===== src/rtl/mem_arb_pkg.sv =====
// Shared types and constants for the two-port memory arbiter.
package mem_arb_pkg;

  typedef enum logic [1:0] {
    IDLE   = 2'd0,
    ACCESS = 2'd1,
    DONE   = 2'd2
  } state_e;

  localparam logic PORT0      = 1'b0;
  localparam logic PORT1      = 1'b1;
  localparam int   WORD_BYTES = 4;

endpackage


===== src/rtl/rr_arbiter_2.sv =====
// Two-request round-robin grant; last_grant only advances when en_i accepts a grant.
module rr_arbiter_2 (
  input  logic       clk_i,
  input  logic       rst_i,
  input  logic       en_i,
  input  logic [1:0] req_i,
  output logic       gnt_valid_o,
  output logic       gnt_idx_o
);

  logic last_q;
  logic gnt_d;

  // On a tie the port that did not win last time goes next.
  always_comb begin
    gnt_d = req_i[1];
    if (req_i == 2'b11) gnt_d = ~last_q;
  end

  assign gnt_valid_o = |req_i;
  assign gnt_idx_o   = gnt_d;

  always_ff @(posedge clk_i or posedge rst_i) begin
    if (rst_i) begin
      last_q <= 1'b1;
    end else if (en_i && gnt_valid_o) begin
      last_q <= gnt_d;
    end
  end

endmodule


===== src/rtl/mem_arbiter.sv =====
// Two-master arbiter and fixed-window access sequencer for the shared word memory.
// Handshake: a master holds req/we/addr/wdata until its one-cycle ack; ack marks completion.
module mem_arbiter
  import mem_arb_pkg::*;
#(
  parameter int ADDR_W      = 32,
  parameter int DATA_W      = 32,
  parameter int MEM_BYTES   = 32,
  parameter int WAIT_CYCLES = 1
) (
  input  logic              clock,
  input  logic              reset,
  input  logic              req0,
  input  logic              we0,
  input  logic [ADDR_W-1:0] addr0,
  input  logic [DATA_W-1:0] wdata0,
  output logic              ack0,
  output logic              err0,
  output logic [DATA_W-1:0] rdata0,
  input  logic              req1,
  input  logic              we1,
  input  logic [ADDR_W-1:0] addr1,
  input  logic [DATA_W-1:0] wdata1,
  output logic              ack1,
  output logic              err1,
  output logic [DATA_W-1:0] rdata1,
  output logic [ADDR_W-1:0] mem_address,
  output logic [DATA_W-1:0] mem_writeData,
  output logic              mem_memWrite,
  output logic              mem_memRead,
  input  logic [DATA_W-1:0] mem_readData,
  output state_e            dbg_state
);

  localparam int CNT_W = (WAIT_CYCLES < 1) ? 1 : $clog2(WAIT_CYCLES + 1);

  state_e              state_q;
  logic [CNT_W-1:0]    cnt_q;
  logic                port_q;
  logic                we_q;
  logic                ack0_q, ack1_q, err0_q, err1_q;
  logic [DATA_W-1:0]   rdata0_q, rdata1_q;
  logic [ADDR_W-1:0]   mem_address_q;
  logic [DATA_W-1:0]   mem_writeData_q;
  logic                mem_memWrite_q, mem_memRead_q;

  logic                gnt_valid, gnt_idx;
  logic                sel_we, sel_legal;
  logic [ADDR_W-1:0]   sel_addr;
  logic [DATA_W-1:0]   sel_wdata;

  rr_arbiter_2 u_rr (
    .clk_i       (clock),
    .rst_i       (reset),
    .en_i        (state_q == IDLE),
    .req_i       ({req1, req0}),
    .gnt_valid_o (gnt_valid),
    .gnt_idx_o   (gnt_idx)
  );

  always_comb begin
    sel_we    = (gnt_idx == PORT1) ? we1    : we0;
    sel_addr  = (gnt_idx == PORT1) ? addr1  : addr0;
    sel_wdata = (gnt_idx == PORT1) ? wdata1 : wdata0;
    sel_legal = (sel_addr[1:0] == 2'b00) &&
                (sel_addr <= ADDR_W'(MEM_BYTES - WORD_BYTES));
  end

  always_ff @(posedge clock or posedge reset) begin
    if (reset) begin
      state_q         <= IDLE;
      cnt_q           <= '0;
      port_q          <= PORT0;
      we_q            <= 1'b0;
      ack0_q          <= 1'b0;
      ack1_q          <= 1'b0;
      err0_q          <= 1'b0;
      err1_q          <= 1'b0;
      rdata0_q        <= '0;
      rdata1_q        <= '0;
      mem_address_q   <= '0;
      mem_writeData_q <= '0;
      mem_memWrite_q  <= 1'b0;
      mem_memRead_q   <= 1'b0;
    end else begin
      ack0_q <= 1'b0;
      ack1_q <= 1'b0;
      case (state_q)
        IDLE: begin
          if (gnt_valid) begin
            port_q <= gnt_idx;
            we_q   <= sel_we;
            cnt_q  <= '0;
            if (sel_legal) begin
              state_q         <= ACCESS;
              mem_address_q   <= sel_addr;
              mem_writeData_q <= sel_wdata;
              mem_memWrite_q  <= sel_we;
              mem_memRead_q   <= ~sel_we;
            end else begin
              // Illegal address: skip the memory entirely and error-ack at once.
              state_q <= DONE;
              if (gnt_idx == PORT1) begin
                ack1_q <= 1'b1; err1_q <= 1'b1; rdata1_q <= '0;
              end else begin
                ack0_q <= 1'b1; err0_q <= 1'b1; rdata0_q <= '0;
              end
            end
          end
        end
        ACCESS: begin
          if (cnt_q == CNT_W'(WAIT_CYCLES)) begin
            state_q         <= DONE;
            mem_address_q   <= '0;
            mem_writeData_q <= '0;
            mem_memWrite_q  <= 1'b0;
            mem_memRead_q   <= 1'b0;
            if (port_q == PORT1) begin
              ack1_q <= 1'b1; err1_q <= 1'b0;
              if (!we_q) rdata1_q <= mem_readData;
            end else begin
              ack0_q <= 1'b1; err0_q <= 1'b0;
              if (!we_q) rdata0_q <= mem_readData;
            end
          end else begin
            cnt_q <= cnt_q + 1'b1;
          end
        end
        DONE:    state_q <= IDLE;
        default: state_q <= IDLE;
      endcase
    end
  end

  assign ack0          = ack0_q;
  assign ack1          = ack1_q;
  assign err0          = err0_q;
  assign err1          = err1_q;
  assign rdata0        = rdata0_q;
  assign rdata1        = rdata1_q;
  assign mem_address   = mem_address_q;
  assign mem_writeData = mem_writeData_q;
  assign mem_memWrite  = mem_memWrite_q;
  assign mem_memRead   = mem_memRead_q;
  assign dbg_state     = state_q;

endmodule


===== config.mk =====
export PLATFORM = sky130hd
export DESIGN_NAME = mem_arbiter
export DESIGN_NICKNAME = d
export VERILOG_FILES = /design/src/rtl/mem_arb_pkg.sv /design/src/rtl/rr_arbiter_2.sv /design/src/rtl/mem_arbiter.sv
export SDC_FILE = /design/constraint.sdc
export NUM_CORES = 1
export LEC_CHECK = 0
export CAP_MARGIN = 20
export CORE_ASPECT_RATIO = 2
export CORE_UTILIZATION = 25
export DETAILED_ROUTE_END_ITERATION = 12
export SYNTH_ARGS = -nofsm -noshare
export SYNTH_HDL_FRONTEND = slang
export SYNTH_SLANG_ARGS = --single-unit

===== constraint.sdc =====
create_clock -name clock -period 7.61 [get_ports clock]
set_clock_uncertainty 0.2 [all_clocks]
set_input_delay 0.761 -clock clock [delete_from_list [all_inputs] [get_ports clock]]
set_output_delay 0.761 -clock clock [all_outputs]
set_load 0.02 [all_outputs]

==> flow_summary.toml <==
[timing]
slew_viol_final = 0
slew_headroom_pct = 43.31
max_freq_ghz = 0.2907
period_share_pct = 45.20
hold_violations = 0
fin_setup_tns_ns = 0
post-route-min-period_ns = 3.440
rsz0062_at_grt = "false"
setup_ws_ns = 4.170
setup_viol = 0
tightest_slew_ns = 0.8503

[cells_and_area]
multi_input_area_mm2 = 0.002140
fill_cells = 2162
regArea_mm2 = 0.003505
post-route-util_pct = 42.51
fin_area_mm2 = 0.009666
insertedDiodeCount = 0
area_growth_pct = 66.16
layout.nets = 868
layout-drive-gt1-share_pct = 10.50

[synthesis]
synth_top_area_share_pct = 59.80
synth-edff-count = 0
ys.flop_type = "dfrtp_1"
yosysUniqueCellTypes = 44
synth.area.top_cells = "dfrtp_1 60%, a32o_1 11%, mux2i_1 6.2%"
ys_seq_elements = 140
async_reset_ff_share_pct = 100.0
netlist_area_mm2 = 0.005817
ys_warn_count = 0
syn_inst = 410
synth_top_cell_by_area = "dfrtp_1"
seq_area_frac_synth_pct = 60.25
avgSynthCellArea_um2 = 14.19
ys_top_cells_by_count = "139 x dfrtp_1, 64 x a32o_1, 36 x mux2i_1, 30 x and2_1"
mappedNetlistNets = 576
synth_most_common_cell = "dfrtp_1"

[worst_setup_path]
cp.required_ns = 7.71
crit_path_end_kind = "flip-flop"
critPathLaunchType = "input pin"
crit_arrival_ns = 3.54
r2r_slack_ns = 4.59
worst-setup-path-type = "input pin to flip-flop"
critPathMaxFanout = 46

[route]
wl_met2_um = 10740
met3RoutedLength_um = 1200
vias_per_cell = 4.910
drc = 0
vias = 4881
wl_per_cell_um = 19.00
wl_met1_um = 6583
antenna_left = 0
top_layer = "met4"
drt-pass1-iter-count = 4
drt_wl_total_um = 18880
drt-initial-drc-count = 222

[placement]
dp_slack_ns = 3.745
dpl_cell_area_mm2 = 0.009080
routabilityCongestion = 0.7652
io_buffer_count = 301
dpl.hpwl_um = 14130

[clocking]
htree_levels = 4
clk_pin_slew_ns = 0.06
cts_sinks = 140
cts_made_buffers = 17
tritoncts = "built"
insertion_delay_ns = 0.40
ctsResizeCount = 0
cts_setup_buffers = 0
hold_buffers = 0
clockBufferDepth = 2
clock_tree.root_cell = "clkbuf_16"

[floorplanning]
fp.dieH_um = 217.7
coreArea_mm2 = 0.02274
start_util_pct = 25.58
dieArea_mm2 = 0.02392
io_pins = 302
die_w_um = 109.9
rows = 78

[grt]
grtUsageTotal_pct = 16.03
grt_pass1_wl_um = 29120
overflow = 0
grt_antenna_before_repair = 0
grt_pass1_vias = 5382
grt_start_max_net_pins = 74

[power_and_ir_drop]
peakVddDrop_mv = 0.1123
leakagePower_nw = 4.032
p_per_area_mw_per_mm2 = 186.1

[job]
drv_cap = 0

[status]
status = "completed"

[min_path]
hold_class = "flip-flop to flip-flop"
sequential cells by signal, summed over array words and instances, names as in the netlist:
name / cells
mem_address: 32
mem_writeData: 32
rdata0: 32
rdata1: 32
dbg_state: 2
ack0: 1
ack1: 1
cnt_q: 1
err0: 1
err1: 1
mem_memRead: 1
mem_memWrite: 1
port_q: 1
u_rr.last_q: 1
we_q: 1
cell usage in the layout (no fill, tap or decap), types with 4 or more instances in the layout:
cell type and n:
a32o_1 64, and2_1 30, buf_4 8, clkbuf_16 17, clkdlybuf4s50_1 301, clkinv_2 4
clkinvlp_4 4, dfrtp_1 139, mux2i_1 36, nand2_1 7, nor2_1 4, nor3_1 4
nor4_1 10, o21ai_0 6, o2bb2ai_1 18, o2bb2ai_2 19
power by group:
group | internal, mW | switching, mW | leakage [nW]
clock network | 0.505 | 0.309 | 0.280
registers | 0.753 | 0.0108 | 1.94
logic | 0.116 | 0.105 | 1.82
total | 1.37 | 0.425 | 4.03
cell type report:
cell class                      count  share of cell area (%)
Multi-Input combinational cell    232                   22.14
Sequential cell                   140                   36.26
Clock inverter                     11                   1.230
Inverter                            2                  0.1294
Tap cell                          280                   3.625
Timing Repair Buffer              309                   31.79
Clock buffer                       20                   4.828
layer usage:
layer  GRT usage (%)  up-vias
li1                -     2197
met1           16.37     2468
met2           30.38      201
met3           3.975       15
met4           5.778        0
met5               0        -
cell families after synthesis:
kind of cell | Yosys count | synth area share (%)
compound gates | 126 | 22.56
mux | 36 | 6.195
buf+inv | 38 | 3.528
simple gates | 70 | 7.464
flops | 140 | 60.25
final timing paths:
kind                                                   from                           to  cells after the start
worst max-delay path                                   req1   mem_address[0]$_DFFE_PP0P_                      7
worst min-delay path            mem_address[29]$_DFFE_PP0P_  mem_address[29]$_DFFE_PP0P_                      1
worst max register to register     dbg_state[0]$_DFFE_PP0P_       rdata0[15]$_DFFE_PP0P_                      7
worst min register to register  mem_address[29]$_DFFE_PP0P_  mem_address[29]$_DFFE_PP0P_                      1
max in group asynchronous                             reset       rdata0[24]$_DFFE_PP0P_                      3
min in group asynchronous                             reset       rdata0[15]$_DFFE_PP0P_                      2
metrics by stage:
| step | total power, mW | hold slack, ns | std cells |
|---|---|---|---|
| after floorplan | 0.8706 | 0.2642 | 410 |
| after global placement | 0.9949 | 0.2698 | 963 |
| after detailed placement | 1.000 | 0.2698 | 963 |
| after CTS | 1.824 | 0.2860 | 994 |
| after global routing | 1.869 | 0.3034 | 994 |
| final | 1.799 | 0.2834 | 994 |
critical path, stage by stage:
cell and delay (ns):
clkdlybuf4s50_1 0.56, a21boi_2 0.59, nand4_1 0.20, a2bb2o_4 0.30, o31a_2 0.46, buf_4 0.34, and2_1 0.26
Power figures use the tool's default switching activity.
